[config.mk]
export PLATFORM = sky130hd
export DESIGN_NAME = alu_mc_flat
export DESIGN_NICKNAME = d
export VERILOG_FILES = /design/src/rtl/alu_mc_if.sv /design/src/rtl/alu_mc.sv /design/src/flat_wrapper.sv
export SDC_FILE = /design/constraint.sdc
export NUM_CORES = 1
export LEC_CHECK = 0
export CAP_MARGIN = 10
export CORE_MARGIN = 2
export CORE_UTILIZATION = 35
export DETAILED_ROUTE_END_ITERATION = 10
export REMOVE_ABC_BUFFERS = 1
export SKIP_LAST_GASP = 1
export SYNTH_ARGS = -nofsm -noshare
export SYNTH_HDL_FRONTEND = slang
export SYNTH_SLANG_ARGS = --single-unit
[constraint.sdc]
create_clock -name clk -period 4.6 [get_ports clk]
set_input_delay 0.92 -clock clk [delete_from_list [all_inputs] [get_ports clk]]
set_output_delay 0.92 -clock clk [all_outputs]
set_load 0.01 [all_outputs]
[src/rtl/alu_mc_if.sv]
// ============================================================================
//  Module      : alu_mc_if
//  Description : Start/busy/done request bus and result/flag bus for alu_mc.
//  Revision    : 1.0  initial release
// ============================================================================
`default_nettype none

interface alu_mc_if #(
    parameter int WIDTH = 32
);
    logic             start;
    logic [2:0]       op;
    logic [WIDTH-1:0] a;
    logic [WIDTH-1:0] b;
    logic             busy;
    logic             done;
    logic [WIDTH-1:0] r;
    logic             z;
    logic             c;
    logic             v;

    modport master (output start, op, a, b, input  busy, done, r, z, c, v);
    modport slave  (input  start, op, a, b, output busy, done, r, z, c, v);
endinterface

`default_nettype wire

[src/rtl/alu_mc.sv]
// ============================================================================
//  Module      : alu_mc
//  Description : Multi-cycle ALU with registered flags and an iterative
//                shift-add multiplier. Define ALU_MUL_EARLY_EXIT_EN to end
//                multiplies as soon as the remaining multiplier bits are zero.
//  Revision    : 1.0  initial release
// ============================================================================
`default_nettype none

module alu_mc #(
    parameter int WIDTH = 32
) (
    input  wire logic  clk,
    input  wire logic  rst,
    alu_mc_if.slave    bus
);
    localparam int             CW        = $clog2(WIDTH + 1);
    localparam logic [CW-1:0]  c_cnt_one = CW'(1);
    localparam logic [CW-1:0]  c_cnt_max = CW'(WIDTH);
    localparam logic [2:0]     c_op_mul  = 3'b100;

    typedef enum logic [0:0] {
        S_IDLE = 1'b0,
        S_MUL  = 1'b1
    } state_t;

    state_t           r_state;
    logic [WIDTH-1:0] r_a_sh;
    logic [WIDTH-1:0] r_b_sh;
    logic [WIDTH-1:0] r_acc;
    logic [CW-1:0]    r_cnt;
    logic [WIDTH-1:0] r_res;
    logic             r_z;
    logic             r_c;
    logic             r_v;
    logic             r_busy;
    logic             r_done;

    logic [WIDTH:0]   w_sum;
    logic [WIDTH-1:0] w_diff;
    logic [WIDTH-1:0] w_res;
    logic             w_c;
    logic             w_v;
    logic [WIDTH-1:0] w_acc_next;
    logic             w_mul_last;

    assign w_sum  = {1'b0, bus.a} + {1'b0, bus.b};
    assign w_diff = bus.a - bus.b;

    always_comb begin
        w_res = '0;
        w_c   = 1'b0;
        w_v   = 1'b0;
        case (bus.op)
            3'b001: begin
                w_res = w_sum[WIDTH-1:0];
                w_c   = w_sum[WIDTH];
                w_v   = (bus.a[WIDTH-1] == bus.b[WIDTH-1]) &&
                        (w_sum[WIDTH-1] != bus.a[WIDTH-1]);
            end
            3'b010: w_res = bus.a & bus.b;
            3'b011: w_res = bus.a | bus.b;
            3'b101: begin
                w_res = w_diff;
                w_c   = (bus.a >= bus.b);
                w_v   = (bus.a[WIDTH-1] != bus.b[WIDTH-1]) &&
                        (w_diff[WIDTH-1] != bus.a[WIDTH-1]);
            end
            3'b110: w_res = {{(WIDTH-1){1'b0}}, (bus.a < bus.b)};
            3'b111: w_res = {{(WIDTH-1){1'b0}}, ($signed(bus.a) < $signed(bus.b))};
            default: w_res = '0;
        endcase
    end

    assign w_acc_next = r_b_sh[0] ? (r_acc + r_a_sh) : r_acc;

`ifdef ALU_MUL_EARLY_EXIT_EN
    // Remaining multiplier bits all zero after this shift: nothing left to add.
    assign w_mul_last = (r_cnt == c_cnt_one) || (r_b_sh[WIDTH-1:1] == '0);
`else
    assign w_mul_last = (r_cnt == c_cnt_one);
`endif

    always_ff @(posedge clk) begin
        if (rst) begin
            r_state <= S_IDLE;
            r_a_sh  <= '0;
            r_b_sh  <= '0;
            r_acc   <= '0;
            r_cnt   <= '0;
            r_res   <= '0;
            r_z     <= 1'b1;
            r_c     <= 1'b0;
            r_v     <= 1'b0;
            r_busy  <= 1'b0;
            r_done  <= 1'b0;
        end else begin
            r_done <= 1'b0;
            case (r_state)
                S_IDLE: begin
                    if (bus.start) begin
                        if (bus.op == c_op_mul) begin
                            r_a_sh  <= bus.a;
                            r_b_sh  <= bus.b;
                            r_acc   <= '0;
                            r_cnt   <= c_cnt_max;
                            r_busy  <= 1'b1;
                            r_state <= S_MUL;
                        end else begin
                            r_res  <= w_res;
                            r_z    <= (w_res == '0);
                            r_c    <= w_c;
                            r_v    <= w_v;
                            r_done <= 1'b1;
                        end
                    end
                end
                S_MUL: begin
                    r_acc  <= w_acc_next;
                    r_a_sh <= r_a_sh << 1;
                    r_b_sh <= r_b_sh >> 1;
                    r_cnt  <= r_cnt - c_cnt_one;
                    if (w_mul_last) begin
                        r_res   <= w_acc_next;
                        r_z     <= (w_acc_next == '0);
                        r_c     <= 1'b0;
                        r_v     <= 1'b0;
                        r_done  <= 1'b1;
                        r_busy  <= 1'b0;
                        r_state <= S_IDLE;
                    end
                end
                default: r_state <= S_IDLE;
            endcase
        end
    end

    assign bus.r    = r_res;
    assign bus.z    = r_z;
    assign bus.c    = r_c;
    assign bus.v    = r_v;
    assign bus.busy = r_busy;
    assign bus.done = r_done;
endmodule

`default_nettype wire
[src/flat_wrapper.sv]
// flat-port wrapper written by rule: the top's interface ports become plain ports
module alu_mc_flat 
#(
    parameter int WIDTH = 32
)
  (clk, rst, bus_start, bus_op, bus_a, bus_b, bus_busy, bus_done, bus_r, bus_z, bus_c, bus_v);
  alu_mc_if #(.WIDTH(WIDTH)) bus_i ();
  input  wire logic clk;
  input  wire logic rst;
  input wire logic [$bits(bus_i.start)-1:0] bus_start;
  input wire logic [$bits(bus_i.op)-1:0] bus_op;
  input wire logic [$bits(bus_i.a)-1:0] bus_a;
  input wire logic [$bits(bus_i.b)-1:0] bus_b;
  output wire logic [$bits(bus_i.busy)-1:0] bus_busy;
  output wire logic [$bits(bus_i.done)-1:0] bus_done;
  output wire logic [$bits(bus_i.r)-1:0] bus_r;
  output wire logic [$bits(bus_i.z)-1:0] bus_z;
  output wire logic [$bits(bus_i.c)-1:0] bus_c;
  output wire logic [$bits(bus_i.v)-1:0] bus_v;
  assign bus_i.start = bus_start;
  assign bus_i.op = bus_op;
  assign bus_i.a = bus_a;
  assign bus_i.b = bus_b;
  assign bus_busy = bus_i.busy;
  assign bus_done = bus_i.done;
  assign bus_r = bus_i.r;
  assign bus_z = bus_i.z;
  assign bus_c = bus_i.c;
  assign bus_v = bus_i.v;
  alu_mc #(.WIDTH(WIDTH)) u_core (.clk(clk), .rst(rst), .bus(bus_i));
endmodule
### Word-level counts from Yosys, hierarchy flattened

Cells that the tools add are included.

| word-level totals | value |
|---|---|
| register bits | 140 |
| input port bits | 70 |
| output and inout port bits | 37 |
| logic and storage cells | 86 |

| operators by class | value |
|---|---|
| add/sub/neg operators | 4 |
| magnitude comparators | 3 |
| equality and inequality tests | 16 |
| mux-type cells | 42 |
| bitwise operators | 3 |
| reduce and logical (&&, ||, !) cells | 7 |

Operators by type and width:

| operator | count |
|---|---|
| $mux 32 | 10 |
| $pmux 32 s2 | 4 |
| $pmux 32 s6 | 1 |
| $logic_not 32->1 | 2 |
| $lt 32x32->1 | 2 |
| $add 32x32->33 | 1 |
| $add 32x32->32 | 1 |
| $and 32x32->32 | 1 |
| $ge 32x32->1 | 1 |
| $or 32x32->32 | 1 |
| $sub 32x32->32 | 1 |
| $mux 1 | 16 |
| $pmux 1 s2 | 8 |
| $eq 3x3->1 const B | 4 |
| $mux 6 | 2 |
| $pmux 6 s2 | 1 |
| $eq 3x2->1 const B | 2 |
| $eq 6x1->1 const B | 1 |
| $ne 2x2->1 const B | 3 |
| $reduce_and 3->1 | 2 |
| $sub 6x1->6 const B | 1 |
| $eq 3x1->1 const B | 1 |
| $ne 1x1->1 | 3 |
| $logic_and 1x1->1 | 2 |
| other kinds (4) | 4 |

### Longest topological paths before layout

| depth | value |
|---|---|
| depth after elaboration | 7 |
| mapped depth | 16 |
| depth with buffers taken out | 16 |

### Worst setup path before layout

Ideal clock, no wire load.

| path | value |
|---|---|
| path kind | input to register |
| from | input bus_b[13] |
| to | register u_core.r_z, in the netlist u_core.bus.z |
| setup time | 57 ps |
| data arrival time | 4,111 ps |
| required time | 4,543 ps |
| setup slack | 432 ps |
| stages | 15 |
| path through | inv_1 -> ha_1 -> buf_6 -> or4_4 -> or3_1 -> a211oi_2 -> nor3_1 -> o311a_1 -> o31a_1 -> a211oi_2 -> nand4b_1 -> nor4_1 -> nand4b_1 -> o31ai_1 -> a21o_1 |

| on the way | value |
|---|---|
| cells in the longest elaborated chain, start to end | 6 |
| elaborated cells between the ends (all ways) | 11 |

Ends and longest elaborated chain:

| what | line | source |
|---|---|---|
| start: declaration | flat_wrapper.sv:13 | `input wire logic [$bits(bus_i.b)-1:0] bus_b;` |
| $sub 32x32->32 (tied with other cells) | alu_mc.sv:48 | `assign w_diff = bus.a - bus.b;` |
| $pmux 32 s6 (*) | alu_mc.sv:54 | `case (bus.op)` |
| $logic_not 32->1 (*) | alu_mc.sv:111 | `r_z <= (w_res == '0);` |
| $mux 1 (*) | alu_mc.sv:102 | `if (bus.op == c_op_mul) begin` |
| $mux 1 (*) | alu_mc.sv:101 | `if (bus.start) begin` |
| $pmux 1 s2 (*) | alu_mc.sv:99 | `case (r_state)` |
| end signal: assignment | alu_mc.sv:111 |  |
| end signal: assignment | alu_mc.sv:125 | `r_z <= (w_acc_next == '0);` |
| end: declaration | alu_mc.sv:33 | `logic r_z;` |

Every way passes the cells marked *; elsewhere a longest branch is shown, timed or not. The select of a mux whose other input is x is not followed.
A chain may end at the register's enable or synchronous reset.

### Worst setup path in the final report

| path | value |
|---|---|
| from | input bus_b[14] |
| to | register u_core.r_z, in the netlist u_core.bus.z |

The elaborated chain is that of the path after synthesis.

==> results.tsv <==
metric	value	unit
# H-tree levels	4	
Root Buffer	clkbuf_16	
drc violations	0	
# rows	71	
Unique masters post-synth	78	
largest net degree at the start of global routing	106	
# IOs	107	
first-pass GRT wire length	82800	um
power density over the cells	240	nW/um2
Filler cells	3882	
WS Path Type	in -> reg	
grt ovf	0	
post-synth top area share	21.1	%
crit path launch type	primary input	
ranking of synthesized cells by area	dfxtp_1 (21%), ha_1 (12%), a21oi_1 (10%)	
layout cells sized above 1	17.4	%
switching share of power	35.4	%
Net Sw Power	1.48	mW
Final Hold Vio Count	0	
average instance area after synthesis	6.98	um2
Finished Cell Area	17400	um2
Post-CTS Hold Buffers	0	
number of CTS-inserted buffers	17	
TritonCTS Sinks	140	
CP Data Arrival Time	4.82	ns
Worst slew margin	44.4	%
Slew @ Worst Pin	0.834	ns
Crit Path Max Fanout	3	
Crit path required time	5.00	ns
drt total wl	53600	um
core box area	37600	um2
Tcrit/Tclk final	96.2	%
Post-DP Area	16600	um2
clk slew on worst S/H paths	0.07	ns
clk buf depth	2	
post-synthesis register bit count	140	
vias in the first global route	14800	
port buffer count	106	
Die ar.	39600	um2
Initial Util	35.4	%
crit path time final	4.42	ns
outcome	finished, final reports clean	
Placer Congestion	0.940	
wire per inst	19.7	um
leakage	7.35	nW
Comb pwr share	33.6	%
HPWL after DPL	41900	um
CP endpoint kind	flop	
DR vias/cell	5.55	
Clock Latency Late Sink	0.45	ns
dominant synthesized flop cell	dfxtp_1	
Fmax	226	MHz
fin. max-slew vios	0	
GRT Util Overall	27.2	%
die height	199	um
Overall Power	4.18	mW
first-pass detailed-route iteration total	6	
setup tns final	0	ns
synth-to-layout area growth	30.8	%
initial DRC count	1239	
Mapped Area	13300	um2
number of synthesized flops with an enable pin	0	
worst min-delay path category	reg -> reg	
Core Util, Final	46.3	%
via count	15100	
async set-reset flop share out of synthesis	0	%
CTS tree	built	
antenna violations before repair	0	
maximum vdd drop	283	uV
die outline width	199	um
clock skew	0.0162	ns
Seq pwr share	31.1	%
Finish-stage setup viols	0	
Synth warnings	0	
max_cap viols	0	
Int Pwr	2.70	mW
sequential fraction of the synthesis area	21.1	%
remaining antenna violation count	0	
cells after synthesis	1905	
Final nets	2397	
Clock Power Share	35.3	%
Synth area leader	dfxtp_1	
[per-stage QoR]
stage / setup slack (ns) / hold WS (ns) / cells
2_1_floorplan: -1.66 / 0.438 / 1779
3_3_place_gp: -0.476 / 0.452 / 2680
3_5_place_dp: -0.576 / 0.461 / 2680
4_1_cts: 0.0372 / 0.468 / 2712
5_1_grt: -0.0114 / 0.492 / 2716
6_report: 0.176 / 0.466 / 2717
[sequential cells by signal, indices dropped and copies added (netlist names)]
name / cells
u_core.bus.r: 32
u_core.r_a_sh: 32
u_core.r_acc: 32
u_core.r_b_sh: 32
u_core.r_cnt: 6
u_core.bus.busy: 1
u_core.bus.c: 1
u_core.bus.done: 1
u_core.bus.v: 1
u_core.bus.z: 1
u_core.r_state: 1
[synthesized netlist by cell type, drive strengths merged (22+ instances only)]
master and n:
xnor2 28, nor4 22, ha 132, nand2 254, mux2i 39, dfxtp 140
o211ai 22, nor3 43, clkbuf 91, a211oi 55, nor2 204, buf 35
o21ai 93, inv 133, a21oi 275
[worst paths after layout]
kind / startpoint / to / slack (ns) / cells after the start
setup / recovery: bus_b[14] / u_core.bus.z / 0.18 / 16
hold reg to reg: u_core.r_acc[31] / u_core.r_acc[31] / 0.47 / 2
setup reg to reg: u_core.r_acc[0] / u_core.bus.z / 0.32 / 15
hold / removal: u_core.r_acc[31] / u_core.r_acc[31] / 0.47 / 2
[worst max-delay path, cell delays in order]
cell and delay [ns]:
clkdlybuf4s50_1 0.47, inv_1 0.06, ha_1 0.31, or4_4 0.56, or3_4 0.39, a211oi_4 0.28
nor4_2 0.11, o21ai_2 0.28, buf_4 0.17, a21oi_1 0.07, a2111o_1 0.41, mux2i_1 0.16
o211ai_1 0.12, buf_4 0.16, o31ai_2 0.23, a21o_1 0.10
[power groups by stage]
| stage | registers [mW] | clock network, mW | logic [mW] |
|---|---|---|---|
| floorplan | 1.33 | 0 | 0.618 |
| global placement | 1.32 | 0 | 1.36 |
| detailed placement | 1.32 | 0 | 1.36 |
| CTS | 1.30 | 1.49 | 1.37 |
| global route | 1.30 | 1.53 | 1.52 |
| finish | 1.30 | 1.47 | 1.40 |
[per-layer routing]
layer,track usage (%),up-vias,share of wire [%]
met3,3.75,75,5.7
met1,34.9,7120,44
met5,0,-,0
met2,46.4,506,47
met4,9.87,0,3.3
li1,-,7365,-
[logic make-up after synthesis]
logic type | synth area share, %
AOI/OAI and AO/OA | 29.8
xor gates and xnor gates | 2.50
adders and majority gates | 12.9
buffers and inverters | 7.76
DFF | 21.1
muxes | 4.71
and+or+nand+nor | 21.3
[layout make-up]
class	instances	area (um2)	share of cell area, %
clock buffers	20	467	2.68
clock inverters	12	124	0.712
diodes	1	2.50	0.0144
well taps	511	639	3.68
repair buffers	394	3240	18.7
inverters	134	503	2.89
multi-input cells	1505	9600	55.2
flip-flops and latches	140	2810	16.1
[what timing repair did]
action,CTS,global route
pin swaps,0,16
resized for setup,2,23
endpoints found under the hold margin,0,0
setup endpoints to repair,1,5
buffers inserted,0,4
[placed cells by master (no fill, tap or decap), drive strengths merged, types with 7 or more instances in the layout]
cell type	n
buf	290
a21oi	275
nand2	254
nor2	204
inv	141
dfxtp	140
ha	132
clkdlybuf4s50	103
o21ai	93
a211oi	55
nor3	43
mux2i	39
xnor2	28
o211ai	22
nor4	22
mux2	21
nor2b	21
o31ai	21
clkbuf	20
nand3	18
nand4	17
a22oi	15
a31oi	15
a21o	13
nand2b	12
o21a	10
a221oi	10
xor2	10
o221ai	10
o22ai	10
o21bai	9
or3	9
o41ai	7
No activity file was read; power rests on OpenSTA's default activity.
